`src/rtl/tl_pkg.sv`:
```
// Shared light encodings, state set and phase-order helpers for the intersection scheduler.
// Build option TL_ALLRED_EN adds an all-red clearance state and widens the state index to 4 bits.
package tl_pkg;

    localparam logic [1:0] GREEN  = 2'b00;
    localparam logic [1:0] YELLOW = 2'b01;
    localparam logic [1:0] RED    = 2'b10;

`ifdef TL_ALLRED_EN
    localparam int ST_W = 4;
    typedef enum logic [ST_W-1:0] {
        A_GO   = 4'd0, A_YEL  = 4'd1, AL_GO  = 4'd2, AL_YEL = 4'd3,
        B_GO   = 4'd4, B_YEL  = 4'd5, BL_GO  = 4'd6, BL_YEL = 4'd7,
        ALLRED = 4'd8
    } state_e;
`else
    localparam int ST_W = 3;
    typedef enum logic [ST_W-1:0] {
        A_GO   = 3'd0, A_YEL  = 3'd1, AL_GO  = 3'd2, AL_YEL = 3'd3,
        B_GO   = 3'd4, B_YEL  = 3'd5, BL_GO  = 3'd6, BL_YEL = 3'd7
    } state_e;
`endif

    // Left-turn phases are skipped when nobody is waiting; through phases never are.
    function automatic state_e next_go(input state_e from_yel, input logic pend_al,
                                       input logic pend_bl);
        state_e nxt;
        case (from_yel)
            A_YEL:   nxt = pend_al ? AL_GO : B_GO;
            AL_YEL:  nxt = B_GO;
            B_YEL:   nxt = pend_bl ? BL_GO : A_GO;
            default: nxt = A_GO;
        endcase
        return nxt;
    endfunction

    function automatic logic is_go(input state_e s);
        return s inside {A_GO, AL_GO, B_GO, BL_GO};
    endfunction

    // State index bits [ST_W-1:1] name the approach, bit 0 selects yellow.
    function automatic logic [1:0] light_of(input state_e s, input logic [1:0] grp);
        logic [ST_W-1:0] sv;
        sv = s;
        if (sv[ST_W-1:1] == (ST_W-1)'(grp))
            return sv[0] ? YELLOW : GREEN;
        return RED;
    endfunction

endpackage

```
`src/rtl/tl_dwell_timer.sv`:
```
// Saturating dwell counter for the phase scheduler, with threshold flags on the next-tick value.
// Identical under TL_ALLRED_EN; the all-red dwell needs no compare of its own.
module tl_dwell_timer #(
    parameter int GREEN_MIN = 8,
    parameter int GREEN_MAX = 30,
    parameter int YELLOW_T  = 3,
    parameter int CNT_W     = 5
) (
    input  logic clk,
    input  logic reset,
    input  logic tick_i,
    input  logic clr_i,
    output logic ge_min_o,
    output logic ge_max_o,
    output logic yel_done_o
);

    logic [CNT_W-1:0] cnt_q, cnt_d;
    logic [CNT_W:0]   cnt_inc;

    // Compares use t+1 so a phase ends on the tick that completes its dwell.
    assign cnt_inc    = {1'b0, cnt_q} + (CNT_W+1)'(1);
    assign ge_min_o   = cnt_inc >= (CNT_W+1)'(GREEN_MIN);
    assign ge_max_o   = cnt_inc >= (CNT_W+1)'(GREEN_MAX);
    assign yel_done_o = cnt_inc == (CNT_W+1)'(YELLOW_T);

    always_comb begin
        cnt_d = cnt_q;
        if (clr_i)
            cnt_d = '0;
        else if (tick_i && cnt_inc <= (CNT_W+1)'(GREEN_MAX))
            cnt_d = cnt_inc[CNT_W-1:0];
    end

    always_ff @(posedge clk) begin
        if (reset) cnt_q <= '0;
        else       cnt_q <= cnt_d;
    end

endmodule

```
`src/rtl/tl_phase_sched.sv`:
```
// Two-road intersection phase scheduler with demand-skipped protected left arrows.
// Defining TL_ALLRED_EN inserts a one-tick all-red state after every yellow.
module tl_phase_sched
    import tl_pkg::*;
#(
    parameter int GREEN_MIN = 8,
    parameter int GREEN_MAX = 30,
    parameter int YELLOW_T  = 3,
    parameter int CNT_W     = 5
) (
    input  logic            clk,
    input  logic            reset,
    input  logic            tick,
    input  logic            Ta,
    input  logic            Tal,
    input  logic            Tb,
    input  logic            Tbl,
    output logic [1:0]      La,
    output logic [1:0]      Lal,
    output logic [1:0]      Lb,
    output logic [1:0]      Lbl,
    output logic [ST_W-1:0] phase
);

    state_e     state_q, state_d;
    logic [3:0] pend_q, pend_d;
    logic [3:0] sens, own_bit, enter_bit;
    logic [1:0] grp;
    logic       other, own;
    logic       ge_min, ge_max, yel_done;
`ifdef TL_ALLRED_EN
    state_e     src_q, src_d;
`endif

    // Bit order of sens/pend: 0=A, 1=AL, 2=B, 3=BL, matching the state index pairs.
    assign sens    = {Tbl, Tb, Tal, Ta};
    assign grp     = state_q[2:1];
    assign own_bit = 4'b0001 << grp;
    assign other   = |(pend_q & ~own_bit);
    assign own     = |(sens & own_bit);

    tl_dwell_timer #(
        .GREEN_MIN (GREEN_MIN),
        .GREEN_MAX (GREEN_MAX),
        .YELLOW_T  (YELLOW_T),
        .CNT_W     (CNT_W)
    ) u_timer (
        .clk        (clk),
        .reset      (reset),
        .tick_i     (tick),
        .clr_i      (state_d != state_q),
        .ge_min_o   (ge_min),
        .ge_max_o   (ge_max),
        .yel_done_o (yel_done)
    );

    always_comb begin
        state_d = state_q;
`ifdef TL_ALLRED_EN
        src_d   = src_q;
`endif
        if (tick) begin
            case (state_q)
                A_GO, AL_GO, B_GO, BL_GO:
                    if (other && ((ge_min && !own) || ge_max))
                        state_d = state_e'({state_q[ST_W-1:1], 1'b1});
                A_YEL, AL_YEL, B_YEL, BL_YEL:
                    if (yel_done) begin
`ifdef TL_ALLRED_EN
                        src_d   = state_q;
                        state_d = ALLRED;
`else
                        state_d = next_go(state_q, pend_q[1], pend_q[3]);
`endif
                    end
`ifdef TL_ALLRED_EN
                ALLRED:  state_d = next_go(src_q, pend_q[1], pend_q[3]);
`endif
                default: state_d = A_GO;
            endcase
        end
    end

    // Entering a green consumes its demand, even if the sensor is still active.
    assign enter_bit = (state_d != state_q && is_go(state_d)) ? (4'b0001 << state_d[2:1]) : 4'b0000;
    assign pend_d    = (pend_q | sens) & ~enter_bit;

    always_ff @(posedge clk) begin
        if (reset) begin
            state_q <= A_GO;
            pend_q  <= '0;
            La      <= GREEN;
            Lal     <= RED;
            Lb      <= RED;
            Lbl     <= RED;
`ifdef TL_ALLRED_EN
            src_q   <= A_YEL;
`endif
        end else begin
            state_q <= state_d;
            pend_q  <= pend_d;
            La      <= light_of(state_d, 2'd0);
            Lal     <= light_of(state_d, 2'd1);
            Lb      <= light_of(state_d, 2'd2);
            Lbl     <= light_of(state_d, 2'd3);
`ifdef TL_ALLRED_EN
            src_q   <= src_d;
`endif
        end
    end

    assign phase = state_q;

endmodule

```
`config.mk`:
```
export PLATFORM = sky130hd
export DESIGN_NAME = tl_phase_sched
export DESIGN_NICKNAME = d
export VERILOG_FILES = /design/src/rtl/tl_pkg.sv /design/src/rtl/tl_dwell_timer.sv /design/src/rtl/tl_phase_sched.sv
export SDC_FILE = /design/constraint.sdc
export NUM_CORES = 1
export LEC_CHECK = 0
export CAP_MARGIN = 20
export CELL_PAD_IN_SITES_DETAIL_PLACEMENT = 2
export CELL_PAD_IN_SITES_GLOBAL_PLACEMENT = 2
export CORE_UTILIZATION = 32
export DETAILED_ROUTE_END_ITERATION = 8
export MAX_ROUTING_LAYER = met4
export PLACE_DENSITY_LB_ADDON = 0.1
export SLEW_MARGIN = 30
export SYNTH_ARGS = -nofsm -noshare
export SYNTH_HDL_FRONTEND = slang
export SYNTH_HIERARCHICAL = 1
export SYNTH_SLANG_ARGS = --single-unit
export TNS_END_PERCENT = 1
```
`constraint.sdc`:
```
create_clock -name clk -period 2.75 [get_ports clk]
set_input_delay 0.825 -clock clk [delete_from_list [all_inputs] [get_ports clk]]
set_output_delay 0.825 -clock clk [all_outputs]
set_load 0.02 [all_outputs]
```
==> results.txt <==
outcome = finished, final reports clean
DR vias/cell = 5.50
clock root cell = clkbuf_4
Total Power = 629 uW
Mean Syn Cell Area = 9.28 um^2
Antenna diodes = 0
final setup fails = 0
Syn Inst Count = 120
max-slew violations = 0
number of post-CTS setup repair buffers = 0
Num CTS Buffers = 3
Post-CTS Hold Buffers = 0
Post-synth EDFFs = 0
Max FO, Critical Path = 6
Die Y = 61.0 um
Layout Utilization = 43.9%
GRT overflow = 0
wire per inst = 17.8 um
CTS tree = yes
H-tree depth = 1
fmax = 381 MHz
vias post-DR = 1072
first-pass GRT wire length = 5.62 mm
max-cap violation count = 0
share of cells above drive strength 1 = 24.2%
full die area = 3720 um^2
dominant cells by area after synthesis = dfxtp_1 (36%), nor2_1 (4.4%), ha_1 (3.4%)
Clock Tree Buf Depth = 2
Top cell by count, worst path = buf_4
Synth top area share = 36.0%
Buf/Inv on CP = 2
initial antenna violation count = 0
count of different cell masters after synthesis = 53
CP cell instances = buf_4, and3_2, a311o_1, and2_2, a221o_1, a41o_2, buf_4, a2111oi_1
CP peak stage delay = 0.38 ns
CP arrival = 2.83 ns
all-layer global routing usage = 22.2%
Slew @ Worst Pin = 0.523 ns
fin nets = 160
dominant synthesized flop cell = dfxtp_1
final wirelength = 3.47 mm
synthesized flop and latch total = 20
slew margin rel. = 65.1%
Clk Latency, worst-skew pair = 0.32 ns
fin crit share = 95.4%
Post-route DRC = 0
count leader, synth = dfxtp_1
largest delay contributor family on the critical path = compound AO/OA/AOI/OAI gates
total negative slack = 0 ns
Synth area leader = dfxtp_1
Static Leak = 0.000526 uW
Power Density = 429 nW/um^2
Starting Density = 33.4%
Seq/Total Area, Yosys = 36.0%
RSZ-0062 raised after global routing = no
Iter 0 DRT Violations = 30
worst hold path type = register to register
synthesized area = 1110 um^2
Peak VDD IR = 0.000280 V
largest net degree at the start of global routing = 14
CTS resizes = 0
Async S/R FF share, synth = 0%
crit path capture type = register
WP data required = 2.96 ns
Clock Sinks = 20
DP Area = 1400 um^2
Post-synth top cells = dfxtp_1 (20), nor2_1 (13), nand2_1 (7)
minimum clock period = 2.62 ns
number of global-route vias before repair = 1116
1st-pass router iterations = 4
area grow syn2layout = 31.6%
FF-to-FF setup slack = 0.13 ns
routability congestion estimate from global placement = 0.885
Crit Path Class = register to register
Reg clk slew, reported paths = 0.12 ns
final instance area = 1470 um^2
post-DP HPWL = 2.63 mm
CP max stage cell = dfxtp_2
Port-buffer cells = 17
# IOs = 18
Synth Warn # = 6
Syn Nets = 130
Fin Clk Skew = 0.00413 ns
final hold violations = 0
DRT antenna net count = 0
num rows = 21
Setup crit start kind = register
Die X = 61.0 um
Core ar. = 3340 um^2
[where the power goes]
| group | internal, uW | switching, uW |
|---|---|---|
| combinational | 36.1 | 35.4 |
| clock | 148 | 101 |
| sequential | 297 | 11.8 |
[cell families (layout without fill, tap and decap cells)]
group / count (synthesis) / after routing / synth area share (%)
AND/OR/NAND/NOR: 48 / 48 / 27.2
AO/OA/AOI/OAI: 35 / 35 / 25.1
adder cells (fa/ha/maj): 3 / 3 / 3.37
flip-flops: 20 / 20 / 36.0
buffers and inverters: 10 / 39 / 4.83
XOR/XNOR: 1 / 1 / 0.787
multiplexers: 3 / 3 / 2.81
[worst register-to-register path: cells and delay by family, from the launching register on]
kind                   cells  cell delay, ns
AO/OA/AOI/OAI              4            1.39
AND/OR/NAND/NOR            2            0.44
flip-flops                 1            0.38
buffers and inverters      2            0.30
[routing by layer]
layer / vias to the layer above / routed length [um] / track usage [%] / part of all wire (%)
li1: 516 / - / - / -
met1: 529 / 1680 / 30.2 / 49
met2: 21 / 1620 / 33.0 / 47
met3: 6 / 98 / 3.20 / 2.8
met4: 0 / 61 / 8.77 / 1.8
met5: - / 0 / - / 0
[state kept, by name, indices dropped and copies added (netlist names)]
signal and count:
pend_q 4, phase 3, Lb 2, Lal 2, Lbl 2, La 2, u_timer/cnt_q 5
[layout by cell type (no fill, tap or decap), drive strengths merged, types with 2 or more instances in the layout]
| cell type | n |
|---|---|
| and2 | 2 |
| buf | 13 |
| dfxtp | 20 |
| and2b | 3 |
| mux2i | 2 |
| a21oi | 5 |
| nand3 | 3 |
| a211oi | 3 |
| inv | 5 |
| a21boi | 4 |
| or3b | 2 |
| nand2 | 7 |
| nor2b | 2 |
| a211o | 3 |
| clkdlybuf4s50 | 17 |
| and4 | 2 |
| nand4bb | 2 |
| nor2 | 13 |
| o21ai | 6 |
| clkbuf | 3 |
| and3 | 2 |
| ha | 3 |
| a311oi | 2 |
| a2111oi | 2 |
[area by class of cell]
class                      instances  area, um^2
clock buffer                       3        22.5
clock inverter                     1        30.0
fill                             392        1870
inverter                           5        18.8
multi-input combinational         90         666
sequential                        20         403
tap                               46        57.6
timing repair buffer              30         268
[metrics by stage]
step | worst slack (ns) | instances | hold slack [ns]
floorplan | 0.332 | 120 | 0.490
global placement | 0.0759 | 191 | 0.520
detailed placement | 0.00102 | 191 | 0.534
CTS | 0.0432 | 195 | 0.552
global route | 0.0390 | 195 | 0.587
finish | 0.127 | 195 | 0.540
[final timing paths]
path | startpoint | end | cells past startpoint
max | u_timer/cnt_q[1] | u_timer/cnt_q[4] | 8
min | pend_q[0] | pend_q[0] | 2
min reg2reg | pend_q[0] | pend_q[0] | 2
max reg2reg | u_timer/cnt_q[1] | u_timer/cnt_q[4] | 8
(Power assumes the default switching activity.)
